File: src/rtl/conv_pkg.sv
// Shared constants and collector state encoding for the convolution pipeline.
// Control path, datapath and output collector all size themselves from here.
// No logic; types and parameters only.
package conv_pkg;

  localparam int DATA_WIDTH  = 16;
  localparam int IMAGE_SIZE  = 28;
  localparam int KERNEL_SIZE = 5;
  localparam int OUT_SIZE    = IMAGE_SIZE - KERNEL_SIZE + 1;
  localparam int ADDR_W      = $clog2(OUT_SIZE * OUT_SIZE);

  typedef enum logic [1:0] {
    IDLE    = 2'd0,
    ROW     = 2'd1,
    ROW_GAP = 2'd2
  } coll_state_t;

endpackage

File: src/rtl/conv_output_collector.sv
// Places each convolver result at its (row, col) slot of the output map, optional ReLU.
// Latency: 1 cycle from accepting edge to registered write strobe/address/data.
// No backpressure: every cycle with in_valid high is written; gaps only flag errors mid-row.
module conv_output_collector #(
  parameter int DATA_WIDTH  = conv_pkg::DATA_WIDTH,
  parameter int IMAGE_SIZE  = conv_pkg::IMAGE_SIZE,
  parameter int KERNEL_SIZE = conv_pkg::KERNEL_SIZE,
  parameter bit RELU_EN     = 1'b1,
  localparam int OUT_SIZE   = IMAGE_SIZE - KERNEL_SIZE + 1,
  localparam int ADDR_W     = (OUT_SIZE > 1) ? $clog2(OUT_SIZE * OUT_SIZE) : 1
) (
  input  logic                  clk,
  input  logic                  reset,
  input  logic                  in_valid,
  input  logic [DATA_WIDTH-1:0] in_data,
  input  logic                  err_clr,
  output logic                  wr_en,
  output logic [ADDR_W-1:0]     wr_addr,
  output logic [DATA_WIDTH-1:0] wr_data,
  output logic                  row_done,
  output logic                  frame_done,
  output logic                  busy,
  output logic                  err_short_row
);

  import conv_pkg::*;

  localparam int RC_W = (OUT_SIZE > 1) ? $clog2(OUT_SIZE) : 1;
  localparam logic [RC_W-1:0]   LAST_RC   = RC_W'(OUT_SIZE - 1);
  localparam logic [ADDR_W-1:0] LAST_ADDR = ADDR_W'(OUT_SIZE * OUT_SIZE - 1);

  coll_state_t         state;
  logic [RC_W-1:0]     row;
  logic [RC_W-1:0]     col;
  logic [ADDR_W-1:0]   addr;
  logic [DATA_WIDTH-1:0] relu_data;

  // Clamp negative results to zero when ReLU is enabled.
  always_comb begin
    relu_data = in_data;
    if (RELU_EN && in_data[DATA_WIDTH-1]) relu_data = '0;
  end

  // busy follows the registered state directly, so it is glitch-free.
  assign busy = (state != IDLE);

  // Collector FSM: position counters, registered write port, boundary pulses, sticky error.
  always_ff @(posedge clk or posedge reset) begin
    if (reset) begin
      state         <= IDLE;
      row           <= '0;
      col           <= '0;
      addr          <= '0;
      wr_en         <= 1'b0;
      wr_addr       <= '0;
      wr_data       <= '0;
      row_done      <= 1'b0;
      frame_done    <= 1'b0;
      err_short_row <= 1'b0;
    end else begin
      wr_en      <= in_valid;
      row_done   <= 1'b0;
      frame_done <= 1'b0;
      // Clear first so that a same-cycle error below takes priority.
      if (err_clr) err_short_row <= 1'b0;

      if (in_valid) begin
        wr_addr <= addr;
        wr_data <= relu_data;
        addr    <= (addr == LAST_ADDR) ? '0 : addr + 1'b1;
        // IDLE and ROW_GAP always sit at col 0, so one end-of-row test covers all states
        // (including a degenerate 1-wide map, where the first sample also ends the row).
        if (col == LAST_RC) begin
          row_done <= 1'b1;
          col      <= '0;
          if (row == LAST_RC) begin
            frame_done <= 1'b1;
            row        <= '0;
            state      <= IDLE;
          end else begin
            row   <= row + 1'b1;
            state <= ROW_GAP;
          end
        end else begin
          col   <= col + 1'b1;
          state <= ROW;
        end
      end else if (state == ROW && col != '0) begin
        // Row interrupted: keep position so the next valid resumes at the same col.
        err_short_row <= 1'b1;
      end
    end
  end

endmodule

File: config.mk
export PLATFORM = sky130hd
export DESIGN_NAME = conv_output_collector
export DESIGN_NICKNAME = d
export VERILOG_FILES = /design/src/rtl/conv_pkg.sv /design/src/rtl/conv_output_collector.sv
export SDC_FILE = /design/constraint.sdc
export NUM_CORES = 1
export LEC_CHECK = 0
export CORE_MARGIN = 2
export CORE_UTILIZATION = 53
export DETAILED_ROUTE_END_ITERATION = 12
export PLACE_DENSITY_LB_ADDON = 0.05
export SLEW_MARGIN = 20
export SYNTH_ARGS = -nofsm -noshare
export SYNTH_HDL_FRONTEND = slang
export SYNTH_SLANG_ARGS = --single-unit
File: constraint.sdc
create_clock -name clk -period 3.08 [get_ports clk]
set_clock_uncertainty 0.2 [all_clocks]
set_input_delay 0.616 -clock clk [delete_from_list [all_inputs] [get_ports clk]]
set_output_delay 0.616 -clock clk [all_outputs]
set_load 0.005 [all_outputs]
# Word-level counts from Yosys, hierarchy flattened

Cells that the tools add are included.

Add/sub/neg operators: 3
Multiply operators: 0
Div/mod/pow operators: 0
Magnitude comparators: 0
Eq/ne operators: 4
Shift-type cells: 0
Multiplexer cells: 14
Bitwise gates (word level): 0
Reductions and logical operators: 4

Operators by type and width:

| cell                                                             | count |
|---|---|
| 15-bit 2-to-1 mux                                                | 1 |
| 10-bit by 1-bit adder with 10-bit output (second input constant) | 1 |
| 5-bit by 1-bit adder with 5-bit output (second input constant)   | 2 |
| 10-bit == test (second input constant)                           | 1 |
| 5-bit == test (second input constant)                            | 2 |
| 10-bit 2-to-1 mux                                                | 1 |
| 5-bit 2-to-1 mux                                                 | 2 |
| 1-bit 2-to-1 mux                                                 | 8 |
| 5-bit nonzero test                                               | 1 |
| 2-bit 2-to-1 mux                                                 | 2 |
| 2-bit by 1-bit == test with 1-bit output (second input constant) | 1 |
| 2-bit AND reduction                                              | 1 |
| 2-bit nonzero test                                               | 1 |
| 1-bit logical AND                                                | 1 |

Flip-flop bits (word level): 52
Latch bits: 0
RAM bits: 0
Bits in read-only memories: 0
Input bits: 20
Output and inout bits: 31
Logic and storage cells: 35
Memories: 0

# Longest topological paths before layout

Depth after elaboration: 4
Mapped depth: 6
Depth with buffers taken out: 5

# Least setup slack after synthesis

OpenSTA, ideal clock, no wires.

Kind: register -> register
Start point: reg col[0]
End point: reg row[1]
Setup time: 0.125 ns
Arrival: 1.356 ns
Required time: 2.755 ns
Slack: 1.400 ns
Stages on the path, launching flop included: 7
Path buffers: 1
Period minus slack after synthesis: 1.680 ns
Path through: dfrtp_1 > ha_1 > and4b_1 > buf_2 > nand2_1 > inv_1 > mux2_2

Longest elaborated chain between the ends: 2

Ends and longest elaborated chain:

| element                       | line                        | text |
|---|---|---|
| from (decl)                   | conv_output_collector.sv:34 | `logic [RC_W-1:0] col;` |
| from (signal assigned)        | conv_output_collector.sv:85 | `col <= col + 1'b1;` |
| 5-bit == test                 | conv_output_collector.sv:73 | `if (col == LAST_RC) begin` |
| 2-bit AND reduction (no line) | --                          |  |
| to (signal assigned)          | conv_output_collector.sv:81 | `row <= row + 1'b1;` |
| to (decl)                     | conv_output_collector.sv:33 | `logic [RC_W-1:0] row;` |

Every way passes these cells.
A chain may end at the register's enable or synchronous reset.

# Worst setup path in the final report

Start point: reg state[0]
End point: out busy

Longest elaborated chain between the ends: 1

Ends and longest elaborated chain:

| element                | line                        | text |
|---|---|---|
| from (decl)            | conv_output_collector.sv:32 | `coll_state_t state;` |
| from (signal assigned) | conv_output_collector.sv:50 | `state <= IDLE;` |
| from (signal assigned) | conv_output_collector.sv:79 | `state <= IDLE;` |
| from (signal assigned) | conv_output_collector.sv:82 | `state <= ROW_GAP;` |
| 2-bit nonzero test     | conv_output_collector.sv:45 | `assign busy = (state != IDLE);` |
| to (decl)              | conv_output_collector.sv:22 | `output logic busy,` |

Every way passes these cells.

==> reports/qor.csv <==
metric,value,unit
status,completed,
crit_fanout,3,
switchingPower,508,uW
power_frac_seq,0.550,
dp_hpwl,2950,um
criticalPathCategory,reg2out,
hold_path.class,reg2reg,
fmax,447,MHz
clk_latency,0.29,ns
syn_area_per_cell,12.7,um^2
path_cells,"or2_2, clkdlybuf4s50_1",
clk_pin_slew,0.09,ns
core_area,0.00397,mm^2
initial_core_util,0.549,
drv_cap,0,
worst_path_max_delay_cell,clkdlybuf4s50_1,
die_x,68.1,um
arrival,1.42,ns
cp.required,2.26,ns
hold_buffers,0,
final_nets,247,
num_io_pins,51,
placementRows,23,
gr-max-usage-layer,met2,
wl_per_cell,14.8,um
hold_viol_final,0,
path_depth,2,
drc_errors,0,
dr.pass1.iters,4,
dieHeight,68.1,um
antenna_found_initial,0,
grt_use_met1,0.255,
crit_end,busy,
worstRegToRegCells,5,
power,1720,uW
drt-initial-drc-count,77,
power_frac_clock,0.212,
fin_crit,2.24,ns
synth_cells,172,
htreeDepth,2,
ir_worst_vdd,0.391,mV
met3_usage,0.0707,
met2_usage,0.323,
pwr-share-comb,0.239,
synth_area,0.00218,mm^2
cts_buffer_depth,2,
slew_headroom,0.629,
rr_startpoint,col[0],
area_growth,27.7,%
p_leak,0.00125,uW
grt_pass1_wl,6880,um
dieArea,0.00464,mm^2
fin_crit_sh,0.727,
numCtsBuffers,5,
synth-warning-count,0,
cts_root_buffer,clkbuf_8,
ys_types,42,
setup_viol,0,
wirelength,4060,um
route.vias.total,1517,
ant_nets,0,
p_per_area,617,mW/mm^2
worst_pin_slew,0.556,ns
overflow,0,
path_buf_inv,1,
hold_ws,0.311,ns
rsz0062_at_grt,no,
grt_use_total,0.201,
gp_congestion,0.807,
switching_share,0.296,
drive_gt1_frac,0.129,
start_kind,flop,
cts_resized,0,
whs_path_depth,1,
cts_tree,yes,
startpoint,state[0],
ys_seq_area_frac,0.586,
final-max-slew-violation-count,0,
grt_max_degree,34,
p_int,1210,uW
post_cts_buffers,0,
r2r-end,row[1],
cts.sinks,51,
vias_per_cell,5.54,
diodes,0,
path_delay_family,buffers and inverters,
synthFlopType,dfrtp_1,
finalSetupTns,0,ns
ys_ff_latch,51,
worstSetupEndpointType,primary output,
grt_pass1_vias,1492,
synth_edf_count,0,
async_flop_share,1.00,
worst_path_largest_cell_delay,0.44,ns
worst-r2r-setup-slack,1.18,ns
syn_nets,196,
port_buffers,49,
==> cell usage in the layout (no fill, tap or decap), types with 2 or more instances in the layout <==
cell type,netlist,layout
nor2_1,7,7
mux2i_1,2,2
clkdlybuf4s50_1,0,49
and3_1,2,2
ha_1,4,4
clkbuf_8,2,5
nor3_1,3,3
nand4_1,4,4
dfrtp_1,51,51
nand3_1,10,10
buf_4,1,2
nand2_1,8,8
a22o_1,14,14
inv_1,9,8
clkbuf_1,1,2
xnor2_1,6,6
o21ai_0,7,7
inv_2,1,2
mux2_2,13,13
o2bb2ai_1,2,2
==> how the worst min path moves through the flow <==
stage               startpoint         end
finish                  row[0]      row[0]
global route        wr_addr[2]  wr_addr[2]
CTS                     row[0]      row[0]
detailed placement  wr_data[0]  wr_data[0]
global placement        row[0]      row[0]
floorplan               row[0]      row[0]
==> layout make-up <==
class | instances | area, um^2
clock inverter | 1 | 5.00
tap | 50 | 62.6
inverter | 10 | 37.5
sequential | 51 | 1280
timing repair buffer | 52 | 526
clock buffer | 7 | 76.3
fill | 294 | 1190
multi-input combinational | 103 | 801
==> flip-flops by register name, indices dropped and copies added, names as in the netlist <==
register,count
row,5
row_done,1
addr,10
state,2
wr_addr,10
col,5
err_short_row,1
wr_en,1
wr_data,15
frame_done,1
==> cells in the mapped netlist, types with 3 or more instances <==
master   number  area [um^2]
nor2_1        7         26.3
nand4_1       4         25.0
inv_1         9         33.8
a22o_1       14          123
ha_1          4         50.1
buf_2         3         15.0
nand2_1       8         30.0
nand3_1      10         50.1
nor3_1        3         15.0
dfrtp_1      51         1280
mux2_2       13          146
o21ai_0       7         35.0
xnor2_1       6         52.6
==> stage by stage <==
stage                     area [um^2]  std cells  setup slack (ns)  utilization
after global placement           2700        266             0.702        0.681
after global routing             2780        274             0.775        0.701
after CTS                        2780        274             0.829        0.701
final                            2780        274             0.841        0.701
after detailed placement         2700        266             0.574        0.681
after floorplan                  2180        172              1.03            -
==> routing by layer <==
layer | share of wire | vias to the layer above
li1 | - | 714
met1 | 0.43 | 750
met2 | 0.49 | 49
met3 | 0.067 | 4
met4 | 0.013 | 0
met5 | 0 | -
==> cells by family after synthesis <==
family	Yosys count	synth area share
adders and majority gates	4	0.0230
DFF	51	0.586
xor gates and xnor gates	7	0.0281
AOI/OAI and AO/OA	32	0.121
buffers and inverters	18	0.0471
and+or+nand+nor	44	0.117
other	1	0.00172
muxes	15	0.0763
==> power by group through the flow <==
stage          sequential, uW  clock, uW  combinational, uW
3_3_place_gp              944          0                396
2_1_floorplan             928          0                226
3_5_place_dp              956          0                417
4_1_cts                   943        374                419
5_1_grt                   966        391                466
6_report                  944        363                410
(Power assumes the default switching activity.)
